===== config.mk =====
export PLATFORM = sky130hd
export DESIGN_NAME = jk_counter
export DESIGN_NICKNAME = d
export VERILOG_FILES = /design/src/rtl/jk_pkg.sv /design/src/rtl/jk_ff.sv /design/src/rtl/jk_counter.sv
export SDC_FILE = /design/constraint.sdc
export NUM_CORES = 1
export LEC_CHECK = 0
export CELL_PAD_IN_SITES_DETAIL_PLACEMENT = 0
export CELL_PAD_IN_SITES_GLOBAL_PLACEMENT = 1
export CORE_ASPECT_RATIO = 1.2
export CORE_MARGIN = 1.5
export CORE_UTILIZATION = 33
export CTS_BUF_LIST = sky130_fd_sc_hd__clkbuf_8
export DETAILED_ROUTE_END_ITERATION = 8
export PLACE_DENSITY = 0.73
export SLEW_MARGIN = 5
export SYNTH_ARGS = -nofsm -noshare
export SYNTH_HDL_FRONTEND = slang
export SYNTH_SLANG_ARGS = --single-unit

===== constraint.sdc =====
create_clock -name clk -period 2.2 [get_ports clk]
set_clock_uncertainty 0.2 [all_clocks]
set_input_delay 0.44 -clock clk [delete_from_list [all_inputs] [get_ports clk]]
set_output_delay 0.44 -clock clk [all_outputs]
set_load 0.01 [all_outputs]

===== src/rtl/jk_pkg.sv =====
// Shared JK command encoding for the jk_counter cells.
// A command is the {J,K} pair driven into one jk_ff cell for the next edge.
package jk_pkg;

  typedef logic [1:0] jk_cmd_t;

  localparam jk_cmd_t JK_HOLD = 2'b00;
  localparam jk_cmd_t JK_CLR  = 2'b01;
  localparam jk_cmd_t JK_SET  = 2'b10;
  localparam jk_cmd_t JK_TOG  = 2'b11;

endpackage


===== src/rtl/jk_ff.sv =====
// Single JK flip-flop storage cell with asynchronous active-low clear.
// Implements the standard JK truth table: hold, clear, set, toggle.
module jk_ff (
  input  logic clk,
  input  logic rst_n,
  input  logic j,
  input  logic k,
  output logic q
);

  always_ff @(posedge clk or negedge rst_n) begin
    if (!rst_n) begin
      q <= 1'b0;
    end else begin
      case ({j, k})
        2'b00:   q <= q;
        2'b01:   q <= 1'b0;
        2'b10:   q <= 1'b1;
        default: q <= ~q;
      endcase
    end
  end

endmodule


===== src/rtl/jk_counter.sv =====
// Modulo-MODULUS counter whose storage is WIDTH jk_ff cells driven by per-bit JK commands.
// Down counting and the up port exist only when JK_COUNTER_DOWN_EN is defined.
module jk_counter
  import jk_pkg::*;
#(
  parameter int unsigned WIDTH   = 4,
  parameter int unsigned MODULUS = 10
) (
  input  logic             clk,
  input  logic             rst_n,
  input  logic             en,
  input  logic             load,
  input  logic [WIDTH-1:0] load_val,
`ifdef JK_COUNTER_DOWN_EN
  input  logic             up,
`endif
  output logic [WIDTH-1:0] q,
  output logic             tc,
  output logic             wrap
);

  localparam logic [WIDTH-1:0] TOP = WIDTH'(MODULUS - 1);

  jk_cmd_t          cmd [WIDTH];
  logic [WIDTH-1:0] eff_val;
  logic             wrap_next;
  logic             carry;
`ifdef JK_COUNTER_DOWN_EN
  logic             borrow;
`endif

  // Compare on WIDTH+1 bits so MODULUS == 2^WIDTH never saturates.
  assign eff_val = ({1'b0, load_val} < (WIDTH+1)'(MODULUS)) ? load_val : TOP;

  always_comb begin
    for (int i = 0; i < WIDTH; i++) cmd[i] = JK_HOLD;
    wrap_next = 1'b0;
    carry     = 1'b1;
`ifdef JK_COUNTER_DOWN_EN
    borrow    = 1'b1;
`endif
    if (load) begin
      for (int i = 0; i < WIDTH; i++) cmd[i] = eff_val[i] ? JK_SET : JK_CLR;
    end else if (en) begin
`ifdef JK_COUNTER_DOWN_EN
      if (!up) begin
        if (q == '0) begin
          for (int i = 0; i < WIDTH; i++) cmd[i] = TOP[i] ? JK_SET : JK_CLR;
          wrap_next = 1'b1;
        end else begin
          for (int i = 0; i < WIDTH; i++) begin
            cmd[i] = borrow ? JK_TOG : JK_HOLD;
            borrow = borrow & ~q[i];
          end
        end
      end else
`endif
      // Treating q >= TOP as terminal also recovers from unreachable out-of-range values.
      if (q >= TOP) begin
        for (int i = 0; i < WIDTH; i++) cmd[i] = JK_CLR;
        wrap_next = 1'b1;
      end else begin
        for (int i = 0; i < WIDTH; i++) begin
          cmd[i] = carry ? JK_TOG : JK_HOLD;
          carry  = carry & q[i];
        end
      end
    end
  end

  for (genvar i = 0; i < WIDTH; i++) begin : g_cell
    jk_ff u_cell (
      .clk   (clk),
      .rst_n (rst_n),
      .j     (cmd[i][1]),
      .k     (cmd[i][0]),
      .q     (q[i])
    );
  end

  always_ff @(posedge clk or negedge rst_n) begin
    if (!rst_n) wrap <= 1'b0;
    else        wrap <= wrap_next;
  end

`ifdef JK_COUNTER_DOWN_EN
  assign tc = en & (up ? (q == TOP) : (q == '0));
`else
  assign tc = en & (q == TOP);
`endif

endmodule

==> results of run 1 <==
-- final cells by class --
type                       count  area [um^2]
clock buffer                   3         41.3
tap                           18         22.5
fill                         171          796
sequential                     5          125
clock inverter                 1         3.75
multi-input combinational     54          430
inverter                       2         7.51
timing repair buffer          24          215
-- worst register-to-register path: stages (launching register included) --
cell and delay [ns]:
dfrtp_1 0.48, o31ai_4 0.30, nor2b_1 0.11, a311oi_2 0.31
ha_1 0.29, nor3b_1 0.14, a211oi_1 0.20
-- repair_timing --
item | 4_1_cts | 5_1_grt
pin swaps | 1 | 3
hold endpoints to repair | 0 | 0
endpoints found under the setup margin | 5 | 4
cloned | 0 | 0
resized for setup | 8 | 4
-- through the flow --
stage | TNS, ns | utilization, %
floorplan | 0 | -
global placement | -1.80 | 47.1
detailed placement | -1.79 | 47.1
CTS | 0 | 50.8
global route | -0.0786 | 51.5
finish | 0 | 51.5
-- Yosys cell counts (all sizes together) --
library cell | instances | area (um^2)
nor2 | 5 | 18.8
o21ai | 6 | 30.0
a22oi | 1 | 7.51
buf | 6 | 42.5
a22o | 1 | 8.76
inv | 2 | 7.50
nand2b | 1 | 6.26
nand3 | 1 | 5.00
a311oi | 1 | 8.76
a211oi | 1 | 7.51
ha | 8 | 100
nor2b | 6 | 37.5
dfrtp | 5 | 125
a31oi | 1 | 6.26
o31ai | 1 | 21.3
or3 | 1 | 11.3
nor4b | 1 | 8.76
nor3b | 4 | 30.0
o21a | 3 | 22.5
nand3b | 1 | 7.51
o211ai | 1 | 7.51
a21oi | 2 | 10.0
nand2 | 5 | 18.8
a221o | 3 | 31.3
-- logic make-up (layout without fill, tap and decap cells) --
group / count (synthesis) / after routing / share of synthesized area (%)
fa+ha+maj: 8 / 8 / 17.2
flops: 5 / 5 / 21.6
compound gates: 21 / 21 / 27.8
simple gates: 25 / 25 / 24.8
buf+inv: 8 / 30 / 8.62
-- worst max path at each step --
stage,start,end,cells past startpoint
2_1_floorplan,g_cell[0].u_cell.q,g_cell[2].u_cell.q,7
3_3_place_gp,en,tc,4
3_5_place_dp,en,tc,4
4_1_cts,load_val[1],g_cell[0].u_cell.q,7
5_1_grt,load_val[2],g_cell[0].u_cell.q,7
6_report,load_val[2],g_cell[0].u_cell.q,7
-- registers in the layout, indices dropped and copies added, names as in the netlist --
signal and cells:
wrap 1, g_cell.u_cell.q 4
-- report_power, final --
part | total (uW) | internal [uW] | switching [uW]
clock network | 160 | 119 | 40.9
logic | 456 | 253 | 203
registers | 203 | 131 | 72.0
-- metal layers --
metal  wire, um  vias to the layer above  global-route usage [%]
met5          0                        -                       0
met1        579                      254                    18.2
met4         18                        0                    6.45
li1           -                      286                       -
met3         42                        3                    2.74
met2        610                       13                    22.1
==> summary.md, run 1 <==
| Metric | Value |
|---|---|
| Status | `completed` |
| Slowest cell on the critical path | `clkdlybuf4s50_1` |
| Top achievable clock speed | `465 MHz` |
| Post-Syn Area | `581 um^2` |
| Synth cell types | `28` |
| H-tree levels | `1` |
| Tmin final | `2.15 ns` |
| Initial antenna violation count | `0` |
| CTS buffer count | `3` |
| Sequential area share after synthesis | `21.6%` |
| Most frequent cells in the layout | `10 x buf_4, 9 x clkdlybuf4s50_1, 8 x ha_1` |
| Die Y | `48.9 um` |
| Slew Viols, Final | `0` |
| Post-DRT Antenna Nets | `0` |
| Headroom to the max-slew limit | `77.5%` |
| Crit path cell chain | `clkdlybuf4s50_1 -> o21ai_2 -> nand2_1 -> a22o_1 -> ha_1 -> nor3b_1 -> a221o_1` |
| Clk slew on worst S/H paths | `0.03 ns` |
| RR Startpoint | `g_cell[1].u_cell.q` |
| # hold bufs at CTS | `0` |
| DR DRC count | `0` |
| IR drop worst, VDD | `0.000403 V` |
| Final Non-Filler Cells | `107` |
| Type of the worst setup path | `input pin to register` |
| Layout area overhead | `45.7%` |
| Design Area, Final | `846 um^2` |
| Vias in the first global route | `512` |
| Critical path data required time | `2.10 ns` |
| Worst-path maximum fanout | `2` |
| Die area | `0.00202 mm^2` |
| WL final | `1.25 mm` |
| R2R cell count | `6` |
| Ys Warns | `0` |
| Post-CTS setup buffer count | `0` |
| Final worst-path cycle share | `97.7%` |
| R2R setup slack | `0.08 ns` |
| Leading cell type in the layout, fill and taps excluded | `buf_4` |
| Initial Utilization | `35.4%` |
| Final Hold Viols | `0` |
| CTS root buffer | `clkbuf_8` |
| Placed inst area | `773 um^2` |
| RD Place Congestion | `0.706` |
| Worst skew pair latency | `0.22 ns` |
| Critical path startpoint category | `input pin` |
| Reg2Reg Capture Point | `g_cell[2].u_cell.q` |
| CP top delay family | `compound AO/OA/AOI/OAI gates` |
| I/O pin count | `14` |
| Worst setup EP type | `register` |
| Total grt overflow | `0` |
| HP Class | `input pin to asynchronous set/reset pin` |
| CTS tree | `built` |
| Largest incremental delay on the critical path | `0.43 ns` |
| Post-route setup slack | `0.0498 ns` |
| Ant. Diodes | `0` |
| Worst EP arrival | `2.05 ns` |
| # port buffers | `13` |
| Layout cells sized above 1 | `27.0%` |
| Via density | `5.20` |
| DIE WIDTH | `41.3 um` |
| Nets | `106` |
| Initial drt markers | `5` |
| RSZ-0062 raised after global routing | `yes` |
| Synth Net Count | `83` |
| Pwr per Cell Area | `969 mW/mm^2` |
| Least-Margin Pin Slew | `0.337 ns` |
| LEAKAGE | `0.000370 uW` |
| Setup WS pre-CTS | `-0.445 ns` |
| Cell Rows | `16` |
| Initial DRT Pass Iterations | `4` |
| Pwr Total | `819 uW` |
| First-pass GRT wire length | `2.07 mm` |
| CTS Sinks | `5` |
| Worst hold slack | `0.246 ns` |
| Hpwl dp | `1.04 mm` |
| Routed via count | `556` |
| GRT Util Overall | `14.3%` |
| Largest net degree at the start of global routing | `9` |
| Mapped Cells | `67` |
| Avg Inst Size Synth | `8.67 um^2` |
| Placed cells | `103` |
| Final setup viols | `0` |
| FF+latch count, synth | `5` |
| Routed WL per cell | `11.7 um` |
| Buf/Inv on CP | `1` |
| Core area | `0.00164 mm^2` |
| Clock tree buffer depth | `2` |
| Max Cap Viol | `0` |
Power figures use the tool's default switching activity.
==> run 2: changes to the inputs <==
--- a/config.mk
+++ b/config.mk
@@ -9,10 +9,9 @@
 export CELL_PAD_IN_SITES_GLOBAL_PLACEMENT = 1
 export CORE_ASPECT_RATIO = 1.2
 export CORE_MARGIN = 1.5
-export CORE_UTILIZATION = 33
-export CTS_BUF_LIST = sky130_fd_sc_hd__clkbuf_8
+export CORE_UTILIZATION = 31
 export DETAILED_ROUTE_END_ITERATION = 8
-export PLACE_DENSITY = 0.73
+export PLACE_DENSITY = 0.69
 export SLEW_MARGIN = 5
 export SYNTH_ARGS = -nofsm -noshare
 export SYNTH_HDL_FRONTEND = slang
==> run 2 against run 1 <==
  * Power shrank 5.5%
  * Highest routed layer unchanged
  * Combinational power rose by 0.9%
  * Fmax is 0.45% higher
  * Sequential cell count stayed put
  * Via count shrank 3.2%
  * Cell count is 1.9% higher
  * Cell area down 1.8%
  * Critical path depth unchanged
  * Clock power is 31% lower
  * Core utilization shrank 2.7 points
  * Non-clock buffer count grew 2
  * Setup slack improved by 0.0095 ns
==> summary.md, run 2 (synthesis results as in run 1) <==
| Metric | Value |
|---|---|
| Post-DRT Antenna Nets | `0 (unchanged)` |
| Pwr per Cell Area | `932 mW/mm^2 (-3.8%)` |
| Pwr Total | `774 uW (-5.5%)` |
| Largest regs | `g_cell.u_cell.q x4, wrap x1` |
| Comb power frac | `59.5% (+3.8 points)` |
| WL final | `1.23 mm (-1.8%)` |
| Initial drt markers | `5 (unchanged)` |
| IR drop worst, VDD | `0.000286 V (-29%)` |
| DIE WIDTH | `42.5 um (+2.9%)` |
| First-pass GRT wire length | `2.10 mm (+1.3%)` |
| Layout area overhead | `43.1%` |
| Setup WS pre-CTS | `-0.363 ns (+0.0821 ns)` |
| Core area | `0.00170 mm^2 (+3.7%)` |
| Met3 usage | `0% (-2.7 points)` |
| Initial DRT Pass Iterations | `2 (-2)` |
| NetSw | `311 uW (-1.4%)` |
| Initial Utilization | `34.1% (-1.2 points)` |
| Leading cell type in the layout, fill and taps excluded | `buf_4` |
| HP Class | `input pin to asynchronous set/reset pin` |
| CTS root buffer | `clkbuf_4` |
| Cell Rows | `16 (unchanged)` |
| Post-route setup slack | `0.0593 ns (+0.00954 ns)` |
| Layout cells sized above 1 | `25.3% (-1.7 points)` |
| Design Area, Final | `831 um^2 (-1.8%)` |
| Total grt overflow | `0 (unchanged)` |
| Final Non-Filler Cells | `109 (+1.9%)` |
| Top reg by flops | `g_cell.u_cell.q` |
| Most frequent cells in the layout | `12 x buf_4, 10 x clkdlybuf4s50_1, 8 x ha_1` |
| Routed via count | `538 (-3.2%)` |
| Max FFs per register | `4 (unchanged)` |
| Ant. Diodes | `0 (unchanged)` |
| Placed cells | `103 (unchanged)` |
| CTS tree | `built` |
| Worst-path maximum fanout | `2 (unchanged)` |
| Sequential share of power | `26.2% (+1.5 points)` |
| Grt peak-use layer | `met2` |
| H-tree levels | `1 (unchanged)` |
| Internal power | `463 uW (-8.1%)` |
| Placed inst area | `773 um^2 (unchanged)` |
| Vias in the first global route | `494 (-3.5%)` |
| Clk slew on worst S/H paths | `0.05 ns (+0.02 ns)` |
| Tmin final | `2.14 ns (-0.00954 ns)` |
| Final Hold Viols | `0 (unchanged)` |
| Initial antenna violation count | `0 (unchanged)` |
| I/O pin count | `14 (unchanged)` |
| DR DRC count | `0 (unchanged)` |
| Multi-input logic area | `418 um^2 (-2.9%)` |
| Largest net degree at the start of global routing | `10 (+1)` |
| # hold bufs at CTS | `0 (unchanged)` |
| CTS buffer count | `3 (unchanged)` |
| RSZ-0062 raised after global routing | `yes` |
| Headroom to the max-slew limit | `80.9% (+3.4 points)` |
| Die Y | `50.4 um (+3.0%)` |
| Met1 Track Usage GR | `16.8% (-1.4 points)` |
| GRT Util Overall | `13.3% (-1.0 points)` |
| Top achievable clock speed | `467 MHz (+0.45%)` |
| LEAKAGE | `0.000365 uW (-1.4%)` |
| Sw Ratio | `40.2% (+1.7 points)` |
| Register area | `125 um^2 (unchanged)` |
| Critical path data required time | `2.13 ns (+0.03 ns)` |
| Least-Margin Pin Slew | `0.287 ns (-0.0503 ns)` |
| Status | `completed` |
| Routed WL per cell | `11.3 um (-3.6%)` |
| Slew Viols, Final | `0 (unchanged)` |
| Worst hold slack | `0.218 ns (-0.0275 ns)` |
| Worst skew pair latency | `0.25 ns (+0.03 ns)` |
| Max Cap Viol | `0 (unchanged)` |
| # port buffers | `13 (unchanged)` |
| Hpwl dp | `1.00 mm (-3.6%)` |
| CTS Sinks | `5 (unchanged)` |
| R2R cell count | `6 (unchanged)` |
| Critical path startpoint category | `input pin` |
| Final worst-path cycle share | `97.3% (-0.43 points)` |
| FILL cells | `181 (+5.8%)` |
| Met2 Use GR | `21.0% (-1.1 points)` |
| Clk pwr share | `14.3% (-5.2 points)` |
| Final setup viols | `0 (unchanged)` |
| Worst EP arrival | `2.07 ns (+0.02 ns)` |
| Worst setup EP type | `register` |
| Via density | `4.94 (-5.0%)` |
| Type of the worst setup path | `input pin to register` |
| Clock tree buffer depth | `2 (unchanged)` |
| Die area | `0.00214 mm^2 (+6.0%)` |
| RD Place Congestion | `0.736 (+4.3%)` |
| Nets | `108 (+1.9%)` |
==> run 2: cell types whose count changed in the layout (fill, tap and decap cells not counted), sizes merged <==
cell,previous run,this run
buf,11,13
clkbuf,3,4
clkdlybuf4s50,9,10
dlygate4sd2,3,2
inv,3,2
==> run 2: cell type report <==
| type | count | area share, % |
|---|---|---|
| clock buffer | 4 | 3.16 |
| tap | 18 | 2.71 |
| timing repair buffer | 26 | 27.9 |
| inverter | 2 | 0.904 |
| sequential | 5 | 15.1 |
| multi-input combinational | 54 | 50.3 |
==> run 2: per-layer routing <==
metal	wire [um]	share of wire, %
met1	601	49
met2	558	45
met3	38	3.1
met4	31	2.5
met5	0	0
==> run 2: through the flow <==
stage               utilization, %  setup TNS [ns]
finish                        48.8               0
global route                  48.8          -0.122
CTS                           47.6               0
detailed placement            45.4           -1.50
global placement              45.4           -1.38
floorplan                        -               0
==> run 2: path summary, 6_finish.rpt <==
path	from	end	slack, ns
min in group clk	g_cell[2].u_cell.q	g_cell[2].u_cell.q	0.48
hold / removal	rst_n	g_cell[2].u_cell.q	0.22
setup reg to reg	g_cell[0].u_cell.q	g_cell[1].u_cell.q	0.11
max in group asynchronous	rst_n	g_cell[0].u_cell.q	1.39
setup / recovery	load_val[1]	g_cell[0].u_cell.q	0.06
hold reg to reg	g_cell[2].u_cell.q	g_cell[2].u_cell.q	0.48
==> run 2: power by group through the flow <==
stage / clock, uW / sequential (uW) / combinational [uW]
final: 111 / 203 / 460
after detailed placement: 0 / 200 / 439
after floorplan: 0 / 190 / 300
after CTS: 116 / 205 / 443
after global routing: 119 / 213 / 514
after global placement: 0 / 204 / 431
==> run 2: what timing repair did <==
item | 4_1_cts | 5_1_grt
buffers inserted | 0 | 2
setup endpoints to repair | 4 | 4
endpoints found under the hold margin | 0 | 0
resized for setup | 6 | 2
pin swaps | 2 | 5
==> run 2: worst max-delay path, cell delays in order <==
cell and delay (ns):
clkdlybuf4s50_1 0.42, o21ai_1 0.20, nand2_1 0.10, a22o_1 0.24, ha_1 0.28, nor3b_1 0.14, a221o_1 0.25
==> run 3: changes to the inputs <==
--- a/config.mk
+++ b/config.mk
@@ -5,13 +5,13 @@
 export SDC_FILE = /design/constraint.sdc
 export NUM_CORES = 1
 export LEC_CHECK = 0
-export CELL_PAD_IN_SITES_DETAIL_PLACEMENT = 0
-export CELL_PAD_IN_SITES_GLOBAL_PLACEMENT = 1
+export CELL_PAD_IN_SITES_DETAIL_PLACEMENT = 1
+export CELL_PAD_IN_SITES_GLOBAL_PLACEMENT = 2
 export CORE_ASPECT_RATIO = 1.2
 export CORE_MARGIN = 1.5
-export CORE_UTILIZATION = 31
+export CORE_UTILIZATION = 27
 export DETAILED_ROUTE_END_ITERATION = 8
-export PLACE_DENSITY = 0.69
+export PLACE_DENSITY = 0.72
 export SLEW_MARGIN = 5
 export SYNTH_ARGS = -nofsm -noshare
 export SYNTH_HDL_FRONTEND = slang
==> constraint.sdc (replaced) <==
create_clock -name clk -period 2.1 [get_ports clk]
set_clock_uncertainty 0.2 [all_clocks]
set_input_delay 0.42 -clock clk [delete_from_list [all_inputs] [get_ports clk]]
set_output_delay 0.42 -clock clk [all_outputs]
set_load 0.01 [all_outputs]
==> run 3 against run 2 <==
  * Cell count rose by 17%
  * Hold slack got worse by 0.030 ns
  * Sequential power barely moved
  * Setup slack lost 0.041 ns
  * Via count is 14% higher
  * Critical path type is now register to register
  * Core utilization down 2.9 points
  * Power increased by 24%
==> summary.md, run 3 (synthesis results as in run 1) <==
| Metric | Value |
|---|---|
| RSZ-0062 raised after global routing | `yes` |
| Vias in the first global route | `689 (+39%)` |
| Reg2Reg Capture Point | `g_cell[1].u_cell.q` |
| Via density | `4.77 (-3.3%)` |
| Final Hold Viols | `0 (unchanged)` |
| Die Y | `53.8 um (+6.7%)` |
| Largest regs | `g_cell.u_cell.q x4, wrap x1` |
| Leading cell type in the layout, fill and taps excluded | `buf_4` |
| IR drop worst, VDD | `0.000461 V (+61%)` |
| I/O pin count | `14 (unchanged)` |
| # port buffers | `13 (unchanged)` |
| Initial antenna violation count | `0 (unchanged)` |
| RD Place Congestion | `0.733 (-0.41%)` |
| LEAKAGE | `0.000417 uW (+14%)` |
| Critical path startpoint category | `register` |
| R2R cell count | `7 (+1)` |
| CP top delay family | `compound AO/OA/AOI/OAI gates` |
| Core area | `0.00205 mm^2 (+20%)` |
| Initial DRT Pass Iterations | `2 (unchanged)` |
| Clk slew on worst S/H paths | `0.05 ns (about the same)` |
| Placed inst area | `818 um^2 (+5.8%)` |
| RR Startpoint | `g_cell[0].u_cell.q` |
| Total grt overflow | `0 (unchanged)` |
| Design Area, Final | `942 um^2 (+13%)` |
| Nets | `115 (+6.5%)` |
| DR DRC count | `0 (unchanged)` |
| Final worst-path cycle share | `99.1%` |
| Worst-path maximum fanout | `4 (+2)` |
| Layout area overhead | `62.3%` |
| Routed via count | `611 (+14%)` |
| Top reg by flops | `g_cell.u_cell.q` |
| Type of the worst setup path | `register to register` |
| Total Neg Setup Slack | `0 ns (unchanged)` |
| Buf/Inv on CP | `1 (unchanged)` |
| Ant. Diodes | `0 (unchanged)` |
| Layout cells sized above 1 | `43.9% (+19 points)` |
| Crit path cell chain | `o31ai_4 -> buf_6 -> nand2_1 -> o211ai_1 -> ha_1 -> nor3b_1 -> a221o_2` |
| CTS Sinks | `5 (unchanged)` |
| Initial Utilization | `28.3% (-5.8 points)` |
| DIE WIDTH | `45.3 um (+6.6%)` |
| Least-Margin Pin Slew | `0.271 ns (-0.0158 ns)` |
| HP Class | `input pin to asynchronous set/reset pin` |
| H-tree levels | `1 (unchanged)` |
| GRT Util Overall | `17.1% (+3.8 points)` |
| Critical path data required time | `2.03 ns (-0.10 ns)` |
| CTS buffer count | `3 (unchanged)` |
| Post-route setup slack | `0.0184 ns (-0.0409 ns)` |
| Most frequent cells in the layout | `17 x buf_4, 7 x ha_1, 7 x clkdlybuf4s50_1` |
| Pwr per Cell Area | `1020 mW/mm^2 (+9.7%)` |
| CTS tree | `built` |
| Worst EP arrival | `2.02 ns (-0.05 ns)` |
| Cell Rows | `18 (+2)` |
| Tmin final | `2.08 ns` |
| Hpwl dp | `1.17 mm (+17%)` |
| Final Non-Filler Cells | `128 (+17%)` |
| Slew Viols, Final | `0 (unchanged)` |
| Worst skew pair latency | `0.25 ns (about the same)` |
| WL final | `1.61 mm (+31%)` |
| Max Cap Viol | `0 (unchanged)` |
| Largest net degree at the start of global routing | `8 (-2)` |
| Max FFs per register | `4 (unchanged)` |
| Clock tree buffer depth | `2 (unchanged)` |
| Final setup viols | `0 (unchanged)` |
| Slowest cell on the critical path | `dfrtp_2` |
| Routed WL per cell | `12.6 um (+12%)` |
| Post-DRT Antenna Nets | `0 (unchanged)` |
| First-pass GRT wire length | `2.93 mm (+40%)` |
| Headroom to the max-slew limit | `81.9% (+0.97 points)` |
| Die area | `0.00244 mm^2 (+14%)` |
| Worst setup EP type | `register` |
| Placed cells | `119 (+16%)` |
| Largest incremental delay on the critical path | `0.44 ns (+0.02 ns)` |
| Setup WS pre-CTS | `-0.466 ns (-0.102 ns)` |
| CTS root buffer | `clkbuf_4` |
| Initial drt markers | `2 (-3)` |
| Top achievable clock speed | `480 MHz` |
| Status | `completed` |
| R2R setup slack | `0.02 ns (-0.09 ns)` |
[run 3: changes by cell type in the layout (fill, tap and decap cells not counted), moves of 2 or more]
cell | before | now
clkdlybuf4s50_1 | 10 | 7
clkbuf_2 | 0 | 2
nor2b_1 | 5 | 3
buf_6 | 1 | 3
o21ai_2 | 1 | 3
buf_4 | 12 | 17
o21ai_0 | 2 | 0
nor2b_2 | 1 | 3
dfrtp_2 | 0 | 2
dfrtp_1 | 5 | 3
[run 3: stage by stage]
step | util (%) | power [uW] | hold slack [ns]
finish | 46.0 | 963 | 0.188
global route | 46.0 | 1060 | 0.202
CTS | 44.2 | 926 | 0.192
detailed placement | 39.9 | 737 | 0.457
global placement | 39.9 | 720 | 0.459
floorplan | - | 513 | -0.0756
[run 3: worst max-delay path by stage]
stage                                    end  slack, ns  cells past startpoint                from
after CTS                 g_cell[0].u_cell.q     0.0002                      7         load_val[1]
after global placement    g_cell[3].u_cell.q      -0.43                      7                  en
after detailed placement  g_cell[2].u_cell.q      -0.47                      7                  en
final                     g_cell[1].u_cell.q       0.02                      7  g_cell[0].u_cell.q
after global routing      g_cell[1].u_cell.q      -0.09                      7  g_cell[0].u_cell.q
after floorplan           g_cell[2].u_cell.q       0.05                      7  g_cell[0].u_cell.q
[run 3: power breakdown]
group          switching (uW)  internal (uW)  total (uW)
logic                     279            367         646
registers                58.8            141         200
clock network            48.6           69.4         118
total                     387            577         963
[run 3: what timing repair did]
action	CTS	global route
resized for setup	16	14
buffers inserted	4	1
endpoints found under the setup margin	5	6
hold buffers	0	0
pin swaps	6	10
[run 3: final cells by class]
cell class                 count  area, um^2
sequential                     5         128
inverter                       2        7.51
clock inverter                 1        5.00
multi-input combinational     54         458
clock buffer                   3        22.5
tap                           30        37.5
fill                         251        1110
timing repair buffer          33         284
[run 3: layer usage]
layer	GRT usage (%)	wire [um]	vias to the layer above
li1	-	-	305
met1	18.8	635	288
met2	30.0	874	14
met3	4.03	62	4
met4	8.82	38	0
met5	0	0	-
